==> src/rtl/act_requant_packer.sv <==
// act_requant_packer: latches one activated vector, requantizes each element
// to OUT_WIDTH with round-half-up shift and saturation, streams LANES per beat.
//
// Ports:
//   clk, rst            clock, synchronous active-high reset
//   in_valid/in_ready   vector handshake; in_data + shift sampled on accept
//   out_valid/out_ready beat handshake toward writeback
//   out_data            LANES requantized elements of the current beat
//   out_last, out_beat  beat position within the vector
//   out_sat             some lane of the current beat saturated
//   stats_clear         zeroes sat_total (wins over increment)
//   sat_total           sticky-saturating count of saturated lanes accepted

module act_requant_packer #(
  parameter int DATA_WIDTH   = 32,
  parameter int VECTOR_WIDTH = 32,
  parameter int OUT_WIDTH    = 8,
  parameter int LANES        = 4,
  parameter int SHIFT_W      = 5,
  localparam int BEATS  = VECTOR_WIDTH / LANES,
  localparam int BEAT_W = (BEATS > 1) ? $clog2(BEATS) : 1
) (
  input  logic                          clk,
  input  logic                          rst,
  input  logic                          in_valid,
  output logic                          in_ready,
  input  logic [VECTOR_WIDTH*DATA_WIDTH-1:0] in_data,
  input  logic [SHIFT_W-1:0]            shift,
  output logic                          out_valid,
  input  logic                          out_ready,
  output logic [LANES*OUT_WIDTH-1:0]    out_data,
  output logic                          out_last,
  output logic [BEAT_W-1:0]             out_beat,
  output logic                          out_sat,
  input  logic                          stats_clear,
  output logic [15:0]                   sat_total
);

  localparam int DW    = DATA_WIDTH;
  localparam int OW    = OUT_WIDTH;
  localparam int CNT_W = $clog2(LANES + 1);

  localparam logic [BEAT_W-1:0] LAST_BEAT = BEAT_W'(BEATS - 1);

  // Saturation bounds in the widened (DW+1) domain.
  localparam logic signed [DW:0] MAXV = (DW+1)'(2**(OW-1) - 1);
  localparam logic signed [DW:0] MINV = ~MAXV;

  typedef enum logic {
    IDLE,
    STREAM
  } state_t;

  state_t              state;
  logic [DW-1:0]       vbuf [BEATS][LANES];
  logic [SHIFT_W-1:0]  shift_q;
  logic [BEAT_W-1:0]   beat;

  logic                in_fire;
  logic                out_fire;
  logic [LANES-1:0]    lane_sat;
  logic [CNT_W-1:0]    sat_cnt;
  logic [16:0]         sat_sum;

  assign out_beat = beat;
  assign out_last = out_valid && (beat == LAST_BEAT);
  assign out_fire = out_valid && out_ready;
  assign in_ready = (state == IDLE) || (out_fire && out_last);
  assign in_fire  = in_valid && in_ready;
  assign out_sat  = |lane_sat;

  for (genvar l = 0; l < LANES; l++) begin : g_lane
    logic signed [DW:0] xe;
    logic        [DW:0] rnd;
    logic signed [DW:0] sum;
    logic signed [DW:0] r;
    logic               hi;
    logic               lo;

    assign xe  = $signed({vbuf[beat][l][DW-1], vbuf[beat][l]});
    // 2^(s-1) for s>0, zero for s==0
    assign rnd = ((DW+1)'(1) << shift_q) >> 1;
    assign sum = xe + $signed(rnd);
    assign r   = sum >>> shift_q;
    assign hi  = r > MAXV;
    assign lo  = r < MINV;

    assign lane_sat[l] = hi | lo;
    assign out_data[l*OW +: OW] = hi ? MAXV[OW-1:0] :
                                  lo ? MINV[OW-1:0] :
                                       r[OW-1:0];
  end

  always_comb begin
    sat_cnt = '0;
    for (int l = 0; l < LANES; l++) begin
      sat_cnt = sat_cnt + CNT_W'(lane_sat[l]);
    end
  end

  assign sat_sum = {1'b0, sat_total} + 17'(sat_cnt);

  always_ff @(posedge clk) begin
    if (rst) begin
      state     <= IDLE;
      out_valid <= 1'b0;
      beat      <= '0;
      shift_q   <= '0;
      sat_total <= '0;
      for (int b = 0; b < BEATS; b++) begin
        for (int l = 0; l < LANES; l++) begin
          vbuf[b][l] <= '0;
        end
      end
    end else begin
      if (in_fire) begin
        for (int b = 0; b < BEATS; b++) begin
          for (int l = 0; l < LANES; l++) begin
            vbuf[b][l] <= in_data[(b*LANES+l)*DW +: DW];
          end
        end
        shift_q   <= shift;
        beat      <= '0;
        state     <= STREAM;
        out_valid <= 1'b1;
      end else if (out_fire && out_last) begin
        beat      <= '0;
        state     <= IDLE;
        out_valid <= 1'b0;
      end else if (out_fire) begin
        beat <= beat + BEAT_W'(1);
      end

      if (stats_clear) begin
        sat_total <= '0;
      end else if (out_fire) begin
        sat_total <= sat_sum[16] ? 16'hFFFF : sat_sum[15:0];
      end
    end
  end

endmodule

==> config.mk <==
export PLATFORM = sky130hd
export DESIGN_NAME = act_requant_packer
export DESIGN_NICKNAME = d
export VERILOG_FILES = /design/src/rtl/act_requant_packer.sv
export SDC_FILE = /design/constraint.sdc
export NUM_CORES = 2
export LEC_CHECK = 0
export CAP_MARGIN = 25
export CORE_ASPECT_RATIO = 0.9
export CORE_MARGIN = 2
export CORE_UTILIZATION = 30
export DETAILED_ROUTE_END_ITERATION = 10
export PLACE_DENSITY = 0.56
export REMOVE_ABC_BUFFERS = 1
export SYNTH_ARGS = -nofsm -noshare
export SYNTH_HDL_FRONTEND = slang
export SYNTH_SLANG_ARGS = --single-unit
==> constraint.sdc <==
create_clock -name clk -period 34.1 [get_ports clk]
set_clock_uncertainty 0.2 [all_clocks]
set_input_delay 5.115 -clock clk [delete_from_list [all_inputs] [get_ports clk]]
set_output_delay 5.115 -clock clk [all_outputs]
set_load 0.02 [all_outputs]
Word level (Yosys, flattened, before mapping)

Memories as Yosys holds them, arrays and structs flattened. A register that Yosys moved wholly into a read port is not among the register bits.
Index checks and enable logic that the tools add are counted.

Output and inout bits: 55
Memory bits (writable): 1,024
Word-level logic and storage cells: 124
Input port bits: 1,034
Bits in registers: 25
Memories kept: 1

Memory list:

| memory | depth | width | read ports | clocked after Yosys merged registers in | wr ports | line | text |
|---|---|---|---|---|---|---|---|
| vbuf   | 8     | 128   | 1          | 1                                       | 8        | 55   | `logic [DW-1:0] vbuf [BEATS][LANES];` |

Magnitude comparators: 8
Shifts and indexed selects: 5
Multiplexer cells: 50
Equal/unequal tests: 1
Bitwise gates (word level): 37
Reductions and logical operators: 9
Add/subtract/negate cells: 9

Operators with widths:

| operator                                                       | number |
|---|---|
| two-way mux 32 bit                                             | 32 |
| adder 32 x 33 -> 33 bit                                        | 4 |
| greater-than comparator 33 x 8 -> 1 bit, second input constant | 4 |
| < comparator 33 x 8 -> 1 bit, second input constant            | 4 |
| >>> shifter 33 x 5 -> 33 bit                                   | 4 |
| two-way mux 8 bit                                              | 8 |
| OR 1 bit                                                       | 36 |
| << shifter 1 x 5 -> 33 bit, first input constant               | 1 |
| adder 16 x 3 -> 17 bit                                         | 1 |
| two-way mux 16 bit                                             | 1 |
| two-way mux 1 bit                                              | 7 |
| two-way mux 3 bit                                              | 2 |
| logical AND 1 bit                                              | 4 |
| OR reduction 4 bit                                             | 1 |
| adder 2 x 1 -> 3 bit                                           | 1 |
| adder 3 x 1 -> 3 bit                                           | 1 |
| adder 3 x 1 -> 3 bit, second input constant                    | 1 |
| equality test 3 bit, second input constant                     | 1 |
| OR reduction 3 bit                                             | 1 |
| adder 1 x 1 -> 2 bit                                           | 1 |
| nonzero test 2 bit                                             | 1 |
| OR reduction 2 bit                                             | 1 |
| logical OR 1 bit                                               | 1 |
| NOT 1 bit                                                      | 1 |

Depth between registers and ports, before layout

Depth after elaboration: 10
Gate-level depth with buffers: 41
Depth with buffers taken out: 32

Worst setup path after synthesis

OpenSTA, ideal clock, no wires.

Path type: input-to-reg
Start: input port out_ready
End: register with a tool-made name
Buffers on the path: 1
Stages on the path: 6
Data arrival time: 33,962 ps
Data required time: 32,541 ps
Setup time: 1,359 ps
Setup slack: -1,421 ps
Cell sequence: nand2_1 nand2_1 nand2_1 nand2b_1 clkbuf_1 nor2_1

RTL lines:

| what        | line | text |
|---|---|---|
| from (decl) | 30   | `input logic out_ready,` |

==> results_dict.tcl <==
set metrics [dict create \
    nets 8253 \
    cts_buffers 116 \
    synth_area_um2 68290 \
    dieWidth_um 506.9 \
    grt_first_pass_wirelength_mm 410.4 \
    wl_per_cell_um 28.75 \
    vias_per_cell 5.511 \
    fillers 22163 \
    synthArstFlopShare_pct 0 \
    drc 0 \
    internal_power_mw 2.548 \
    fin_ws_ns 16.93 \
    initial_utilization_pct 30.11 \
    synth_ff_type "edfxtp_1" \
    top_level_ports 1089 \
    maxCapViolCount 0 \
    core-area_um2 226800 \
    dieArea_um2 231500 \
    layout_min_cycle_time_ns 17.17 \
    syn2layout_area_growth_pct 26.55 \
    max_freq_mhz 58.24 \
    max-slew-margin-rel_pct 19.30 \
    ant_nets 0 \
    hold_viol 0 \
    reg2reg_slack_ns 20.66 \
    drive_gt1_share_pct 12.67 \
    htreeDepth 3 \
    end_kind "primary output" \
    cts_setup_buffers 0 \
    wirelength_mm 294.9 \
    p_leak_nw 31.46 \
    synth-edff-count 1024 \
    slew_violations 0 \
    ctsHoldBuffers 0 \
    grtUsageTotal_pct 24.53 \
    io_buffer_count 1088 \
    r2r-end "sat_total[1]" \
    hold_path.startpoint "out_beat[1]" \
    clockBufferDepth 3 \
    cts.sinks 1052 \
    synth_seq_cells 1052 \
    hold_depth 2 \
    num_rows 166 \
    yosysUniqueCellTypes 141 \
    cp.arrival_ns 11.86 \
    path_class "reg -> out" \
    dp_hpwl_mm 226.2 \
    vias 56528 \
    first_pass_iters 6 \
    status "finished, final reports clean" \
    power_density_nw_per_um2 41.10 \
    cts_tree "built" \
    first_iter_violations 6091 \
    clkLatencyLatePin_ns 0.82 \
    grt_pass1_vias 55397 \
    p_sw_share_pct 28.25 \
    gp_congestion 0.9920 \
    finalSetupViolations 0 \
    ys_seq_area_share_pct 45.85 \
    antenna_found_initial 43 \
    final_cell_mix "1088 x clkdlybuf4s50_1, 1067 x and2_1, 1024 x edfxtp_1, 400 x nand2_1, 341 x nor2_1" \
    tns_ns 0 \
    clockRootBuffer "clkbuf_16" \
    fp.dieH_um 456.6 \
    layout_worst_path_cycle_share_pct 50.36 \
    grt.overflow.total 0 \
    final_common_cell "clkdlybuf4s50_1" \
    crit_end "out_sat" \
    worst_slew_pin_slew_ns 1.206 \
    combPwrFrac_pct 20.9 \
    synth.avg_cell_area_um2 10.99 \
    power.switching_mw 1.003 \
    power_frac_clock_pct 35.4 \
    ir_drop_uv 46.05 \
    fin_util_pct 38.10 \
    cp_max_fo 38 \
    required_ns 28.78 \
    hp-class "reg -> reg" \
    clk_pin_slew_worst_paths_ns 0.06 \
    cp-start-kind "flop" \
    dp_slack_ns 17.89 \
    netlist_instances 6211 \
    ff2ff_path_depth 34 \
    grt_max_degree 242 \
    cts_resized 0 \
    rsz0062_at_grt "false" \
    synth_warnings 0 \
    seq_power_share_pct 43.7 \
]
==> synth_stat cells, types with 25 or more instances <==
library cell | count | area, um2
mux2i_1 | 178 | 1782
inv_1 | 55 | 206.5
buf_2 | 25 | 125.1
o21ai_0 | 205 | 1026
clkbuf_1 | 342 | 1284
ha_1 | 104 | 1301
xor2_1 | 34 | 297.8
mux2_2 | 154 | 1734
nor3_1 | 109 | 545.5
o21bai_1 | 27 | 202.7
buf_1 | 54 | 202.7
or3_1 | 29 | 181.4
o22ai_1 | 40 | 250.2
a211oi_1 | 73 | 548.0
mux4_2 | 223 | 5022
o21a_1 | 34 | 255.2
a22oi_1 | 45 | 337.8
a31oi_1 | 41 | 256.5
edfxtp_1 | 1024 | 30750
a21o_1 | 119 | 893.4
and3_1 | 42 | 262.8
nor2_1 | 365 | 1370
o21ai_1 | 25 | 125.1
nand4_1 | 77 | 481.7
o211ai_1 | 67 | 503.0
a21oi_1 | 304 | 1521
nand2_1 | 402 | 1509
or2_2 | 41 | 256.5
xnor2_1 | 78 | 683.2
dfxtp_1 | 28 | 560.5
nor4_1 | 26 | 162.7
a221oi_1 | 42 | 367.9
a211o_1 | 30 | 262.8
and2_1 | 1067 | 6675
nand3_1 | 108 | 540.5
==> per-layer routing <==
metal	global-route usage, %	up-vias	wire, um
met5	0	-	233
met4	8.822	36	11660
met3	6.005	485	23390
met2	38.58	2507	133700
met1	32.66	28056	125900
li1	-	25444	-
==> power by group through the flow <==
stage	combinational (mW)	sequential (mW)	clock, mW
2_1_floorplan	0.398	1.67	0
3_3_place_gp	0.727	1.58	0
3_5_place_dp	0.726	1.58	0
4_1_cts	0.730	1.55	1.30
5_1_grt	0.783	1.56	1.34
6_report	0.741	1.55	1.26
==> layout make-up <==
type                       instances  area [um2]  area share [%]
multi-input combinational       4656       35010           40.52
timing repair buffer            1225       12190           14.11
tap                             3024        3784           4.378
inverter                          61       235.2          0.2722
sequential                      1052       31340           36.26
antenna                           25       62.56         0.07239
clock buffer                     143        3004           3.476
clock inverter                    71       785.8          0.9093
==> registers in the layout (all words and copies together) (netlist names), named ones only <==
register / count
out_beat: 3
shift_q: 5
sat_total: 16
vbuf: 1024
state: 1
==> stage by stage <==
step           power (mW)  instance area [um2]  hold WS (ns)  instances
6_report            3.552                86420        0.3488      10257
5_1_grt             3.687                86390        0.3680      10248
4_1_cts             3.582                86100        0.3519      10221
3_5_place_dp        2.305                82310        0.3430      10007
3_3_place_gp        2.302                82160        0.3245       9996
2_1_floorplan       2.071                66430        0.3996       5769
==> how the worst min path moves through the flow <==
stage / end
global route: flop
floorplan: sat_total[15]
finish: flop
CTS: flop
detailed placement: flop
global placement: flop
==> critical path: stages, from the launching register on <==
cell and delay, ns:
dfxtp_4 0.64, buf_4 0.55, buf_4 0.67, buf_4 0.67, buf_4 0.62, buf_4 0.70
mux4_2 0.58, mux2_2 0.31, ha_1 0.47, a21o_1 0.27, a21o_1 0.18, a21oi_1 0.34
o21ai_0 0.26, inv_1 0.15, a31oi_1 0.05, a41oi_1 0.36, xnor2_1 0.27, a221oi_1 0.34
o311ai_0 0.22, nor4b_1 0.61, nor4b_1 0.52, a41oi_1 0.20, nor4_1 0.33, a21boi_0 0.33
buf_4 0.27, nand4b_1 0.17, clkdlybuf4s50_1 0.67
==> cells by family (layout without fill, tap and decap cells) <==
| kind of cell | count (synthesis) | in the layout | synth area share (%) |
|---|---|---|---|
| mux | 562 | 562 | 12.62 |
| simple gates | 2420 | 2420 | 19.41 |
| compound gates | 1452 | 1452 | 15.57 |
| flops | 1052 | 1052 | 45.85 |
| xor+xnor | 113 | 113 | 1.460 |
| fa+ha+maj | 109 | 109 | 2.023 |
| other cells | 0 | 25 | 0 |
| buf+inv | 503 | 1500 | 3.064 |
Note: power is estimated with default switching activity, not from simulation.
